File: src/rtl/core_step_ctrl.sv
// Run / single-step / PC-breakpoint controller for the single-cycle Core.
// Conditions the raw step button and produces the per-cycle commit enable.
module core_step_ctrl #(
    parameter int DEB_CYCLES = 4,
    parameter int CNT_W      = 32
) (
    input  logic             clk,
    input  logic             aresetn,
    input  logic             step,
    input  logic             debug_mode,
    input  logic             bp_en,
    input  logic [31:0]      bp_addr,
    input  logic [31:0]      pc,
    output logic             core_en,
    output logic             halted,
    output logic             bp_hit,
    output logic [CNT_W-1:0] step_count
);

    localparam int DW = $clog2(DEB_CYCLES + 1);

    typedef enum logic [1:0] {
        HALT = 2'd0,
        STEP = 2'd1,
        RUN  = 2'd2,
        BRK  = 2'd3
    } state_t;

    state_t        state;
    state_t        state_nxt;
    logic          sync_1;
    logic          step_s;
    logic          step_db;
    logic          step_db_q;
    logic [DW-1:0] deb_cnt;
    logic          step_evt;
    logic          bp_match;

    // NOTE: every register below uses non-blocking assignment so that all
    // flops sample the pre-edge values of each other, as real hardware does.
    always_ff @(posedge clk or negedge aresetn) begin
        if (!aresetn) begin
            sync_1 <= 1'b0;
            step_s <= 1'b0;
        end else begin
            sync_1 <= step;
            step_s <= sync_1;
        end
    end

    // The debounced level only follows step_s after DEB_CYCLES consecutive
    // disagreeing samples; any agreeing sample restarts the count.
    always_ff @(posedge clk or negedge aresetn) begin
        if (!aresetn) begin
            step_db   <= 1'b0;
            step_db_q <= 1'b0;
            deb_cnt   <= '0;
        end else begin
            step_db_q <= step_db;
            if (step_s == step_db) begin
                deb_cnt <= '0;
            end else if (deb_cnt == DW'(DEB_CYCLES - 1)) begin
                step_db <= step_s;
                deb_cnt <= '0;
            end else begin
                deb_cnt <= deb_cnt + 1'b1;
            end
        end
    end

    assign step_evt = step_db & ~step_db_q;
    assign bp_match = bp_en && (pc == bp_addr);

    always_ff @(posedge clk or negedge aresetn) begin
        if (!aresetn) begin
            state <= HALT;
        end else begin
            state <= state_nxt;
        end
    end

    // NOTE: defaults first so no path through the case leaves a signal
    // unassigned, which would otherwise infer a latch.
    always_comb begin
        state_nxt = state;
        core_en   = 1'b0;
        halted    = 1'b0;
        bp_hit    = 1'b0;
        case (state)
            HALT: begin
                halted = 1'b1;
                if (!debug_mode) begin
                    state_nxt = RUN;
                end else if (step_evt) begin
                    state_nxt = STEP;
                end
            end
            STEP: begin
                core_en   = 1'b1;
                state_nxt = debug_mode ? HALT : RUN;
            end
            RUN: begin
                // The instruction sitting at the breakpoint is held back.
                core_en = !bp_match;
                if (bp_match) begin
                    state_nxt = BRK;
                end else if (debug_mode) begin
                    state_nxt = HALT;
                end
            end
            BRK: begin
                halted = 1'b1;
                bp_hit = 1'b1;
                if (step_evt) begin
                    state_nxt = STEP;
                end else if (!bp_en) begin
                    state_nxt = debug_mode ? HALT : RUN;
                end
            end
            default: begin
                state_nxt = HALT;
            end
        endcase
    end

    always_ff @(posedge clk or negedge aresetn) begin
        if (!aresetn) begin
            step_count <= '0;
        end else if (core_en) begin
            step_count <= step_count + CNT_W'(1);
        end
    end

endmodule

File: config.mk
export PLATFORM = sky130hd
export DESIGN_NAME = core_step_ctrl
export DESIGN_NICKNAME = d
export VERILOG_FILES = /design/src/rtl/core_step_ctrl.sv
export SDC_FILE = /design/constraint.sdc
export NUM_CORES = 1
export LEC_CHECK = 0
export CAP_MARGIN = 20
export CORE_ASPECT_RATIO = 1.75
export CORE_MARGIN = 2
export CORE_UTILIZATION = 30
export DETAILED_ROUTE_END_ITERATION = 8
export GPL_TIMING_DRIVEN = 1
export HOLD_SLACK_MARGIN = 0.02
export PLACE_DENSITY = 0.62
export SETUP_SLACK_MARGIN = 0.4
export SKIP_LAST_GASP = 1
export SYNTH_ARGS = -nofsm -noshare
export SYNTH_HDL_FRONTEND = slang
export SYNTH_SLANG_ARGS = --single-unit
File: constraint.sdc
create_clock -name clk -period 2.3 [get_ports clk]
set_input_delay 0.46 -clock clk [delete_from_list [all_inputs] [get_ports clk]]
set_output_delay 0.46 -clock clk [all_outputs]
set_load 0.005 [all_outputs]
==> impl_metrics.ini <==
[floorplanning]
start_util = 0.3095
die_y_um = 121.3
rows = 42
die_area_mm2 = 0.008615
number_of_ports_placed_on_the_die_boundary = 104
placeableCoreArea_mm2 = 0.007620
die_width_um = 71.03

[logic_synthesis]
syn_area_mm2 = 0.002359
number_of_synthesized_register_bits = 41
post-synth-top-count-cell = xnor2_1
yosys.area.top_type_share = 0.4350
yosys.area.top_type = dfrtp_1
synth_warnings = 0
yosysSeqAreaShare = 0.4350
post_synth_most_frequent_cells = xnor2_1 (59), dfrtp_1 (41), nand4_1 (17), inv_1 (11), nand3_1 (11)
synth_fp_nets = 298
postSynthCellCount = 222
ys_async_sr_fraction = 1.000
dominantRegCellSynth = dfrtp_1
ys_types = 34
number_of_enable_type_register_cells_in_the_synthesized_netlist = 0
syn_area_per_cell_um2 = 10.62
synth_top_cells_by_area = dfrtp_1 (44%), xnor2_1 (22%), nand4_1 (4.5%)

[timing]
fin_crit_ns = 2.063
top_achievable_clock_speed_mhz = 484.7
worst_slew_pin_slew_ns = 0.5323
timing.clock.skew_ns = 0.004625
setup_violations = 0
maxSlewHeadroom = 0.6451
final_min_period_over_clock_period = 0.8970
whs_ns = 0.2433
slew_viol_final = 0
worst_slack_ns = 0.2369
hold_viol = 0
unrepaired_setup_endpoints_after_global_routing = yes

[power_and_ir_drop]
power.combinational.fraction = 0.399
ir_drop_mv = 0.3162
pwr-share-clk = 0.269
swShare = 0.3217
power.internal_uw = 1868
seq_power_share = 0.332
power_per_cell_area_mw_per_mm2 = 688.9
power.switching_uw = 886.0
cellLeakagePower_uw = 0.001723

[finish]
nNetsFinal = 431
diodes = 0
area_growth_pct = 69.50
post_route_cells_drive_above_1_share = 0.3202
fin_cells = 444
finalInstanceArea_mm2 = 0.003998

[grt]
grt_util_all_layers = 0.1536
overflow = 0
grt_first_pass_wirelength_um = 10480
grt_start_max_net_pins = 42
number_of_antenna_violations_at_the_first_check_in_global_routing = 0
number_of_global_route_vias_before_repair = 2344

[cts]
h-tree-depth = 2
cts_hold_buf = 0
clkSlewWorstSetupHoldPaths_ns = 0.06
cts_tree = done
cts_buffers = 5
ctsLongestPathBuffers = 2
cts_root_buf = clkbuf_16
numClockSinks = 41
clkLatencyLatePin_ns = 0.29

[critical_path]
start_kind = input port
critPathLaunch = pc[18]
critical_path_required_ns = 1.84
max_stage_delay_ns = 0.35
slowest_stage = nor4_4
critical_path_buf_inv_count = 2
path_class = in -> out
reg2reg_from = state[0]$_DFFE_PN0P_
cp_cell_sequence = clkdlybuf4s15_1, xnor2_1, nand4_1, nor4_4, a41oi_4, buf_2
worst_setup_path_end_kind = output pin
worstReg2RegEnd = step_count[1]$_DFFE_PN0P_
path_depth = 6
worst-endpoint-arrival_ns = 1.60
worst_r2r_path_depth = 8
path_delay_family = simple AND/OR/NAND/NOR gates
r2r_slack_ns = 0.40
timing.critical_path.to = core_en
crit_fanout = 2

[status]
outcome = complete, no violations

[placed_design]
detailed_place_hpwl_um = 4790
placedCellCount = 427
port-buffer-count = 103
weighted_congestion_reported_at_the_end_of_routability_driven_placement = 0.7347
placed_cell_area_mm2 = 0.003681
pre_cts_ws_ns = -0.5167

[routing]
num_vias = 2138
drc_errors = 0
final_antenna_net_count = 0
first_iter_violations = 56
viasPerCell = 4.815
routed_wire_length_per_instance_um = 13.82
first_pass_iters = 4
postRouteWirelength_um = 6135

[job]
maxCapViolCount = 0

[min_path]
holdCritPathClass = in -> async
-- final cells by class --
| class | instances | area [µm²] |
|---|---|---|
| Fill cell | 708 | 3622 |
| Clock inverter | 1 | 5.005 |
| Timing Repair Buffer | 130 | 1124 |
| Inverter | 11 | 41.29 |
| Multi-Input combinational cell | 166 | 1538 |
| Clock buffer | 7 | 152.6 |
| Sequential cell | 41 | 1027 |
| Tap cell | 88 | 110.1 |
-- power groups by stage --
stage	clock network, µW	registers (µW)	logic, µW
4_1_cts	755	915	1050
3_3_place_gp	0	926	1020
6_report	741	915	1100
2_1_floorplan	0	919	504
3_5_place_dp	0	927	1030
5_1_grt	783	931	1210
-- worst min-delay path by stage --
| stage | slack, ns | endpoint | startpoint |
|---|---|---|---|
| 2_1_floorplan | 0.16 | deb_cnt[0]$_DFF_PN0_ | aresetn |
| 3_3_place_gp | 0.34 | step_s$_DFF_PN0_ | sync_1$_DFF_PN0_ |
| 3_5_place_dp | 0.34 | step_s$_DFF_PN0_ | sync_1$_DFF_PN0_ |
| 4_1_cts | 0.26 | step_count[9]$_DFFE_PN0P_ | aresetn |
| 5_1_grt | 0.30 | step_count[11]$_DFFE_PN0P_ | aresetn |
| 6_report | 0.24 | step_count[13]$_DFFE_PN0P_ | aresetn |
-- metrics by stage --
stage	setup TNS, ns	total power [µW]	utilization
finish	0	2754	0.5246
global placement	-5.425	1948	0.4831
global route	0	2923	0.5246
floorplan	0	1423	-
detailed placement	-6.808	1959	0.4831
CTS	0	2718	0.5061
-- routing by layer --
metal	track usage	vias to the layer above	share of wire
li1	-	1048	-
met1	0.1583	994	0.36
met2	0.2891	88	0.55
met3	0.03654	8	0.066
met4	0.06368	0	0.021
met5	0	-	0
-- flip-flops by register name, summed over array words and instances (netlist names) --
register and cells:
step_count 32, step_db 1, sync_1 1, step_db_q 1, step_s 1, deb_cnt 3, state 2
-- cell families (layout without fill, tap and decap cells) --
kind of cell               Yosys count  count (layout)  share of synthesized area
DFF                                 41              41                     0.4350
xor gates and xnor gates            64              64                     0.2377
buffers and inverters               15             149                    0.02706
AOI/OAI and AO/OA                   26              26                    0.08223
adders and majority gates            7               7                    0.03713
muxes                                3               3                    0.01379
and+or+nand+nor                     66              66                     0.1671
-- cell usage in the layout (no fill, tap or decap), drive strengths merged, types with 3 or more instances in the layout --
cell type and count:
buf 60, xnor2 59, dfrtp 41, clkdlybuf4s50 34, clkdlybuf4s15 19, nand4 17
dlygate4sd2 16, inv 11, nand3 11, and3 9, clkbuf 8, o211ai 7
ha 7, nor2 5, xor2 5, and2 5, o21ai 5, nor3 4
nand2 4, nor4 3, and4 3
-- timing repair --
| action | CTS | global route |
|---|---|---|
| setup buffers | 4 | 5 |
| setup endpoints to repair | 37 | 28 |
| resized for setup | 201 | 31 |
| pin swaps | 45 | 21 |
Power figures use the tool's default switching activity.
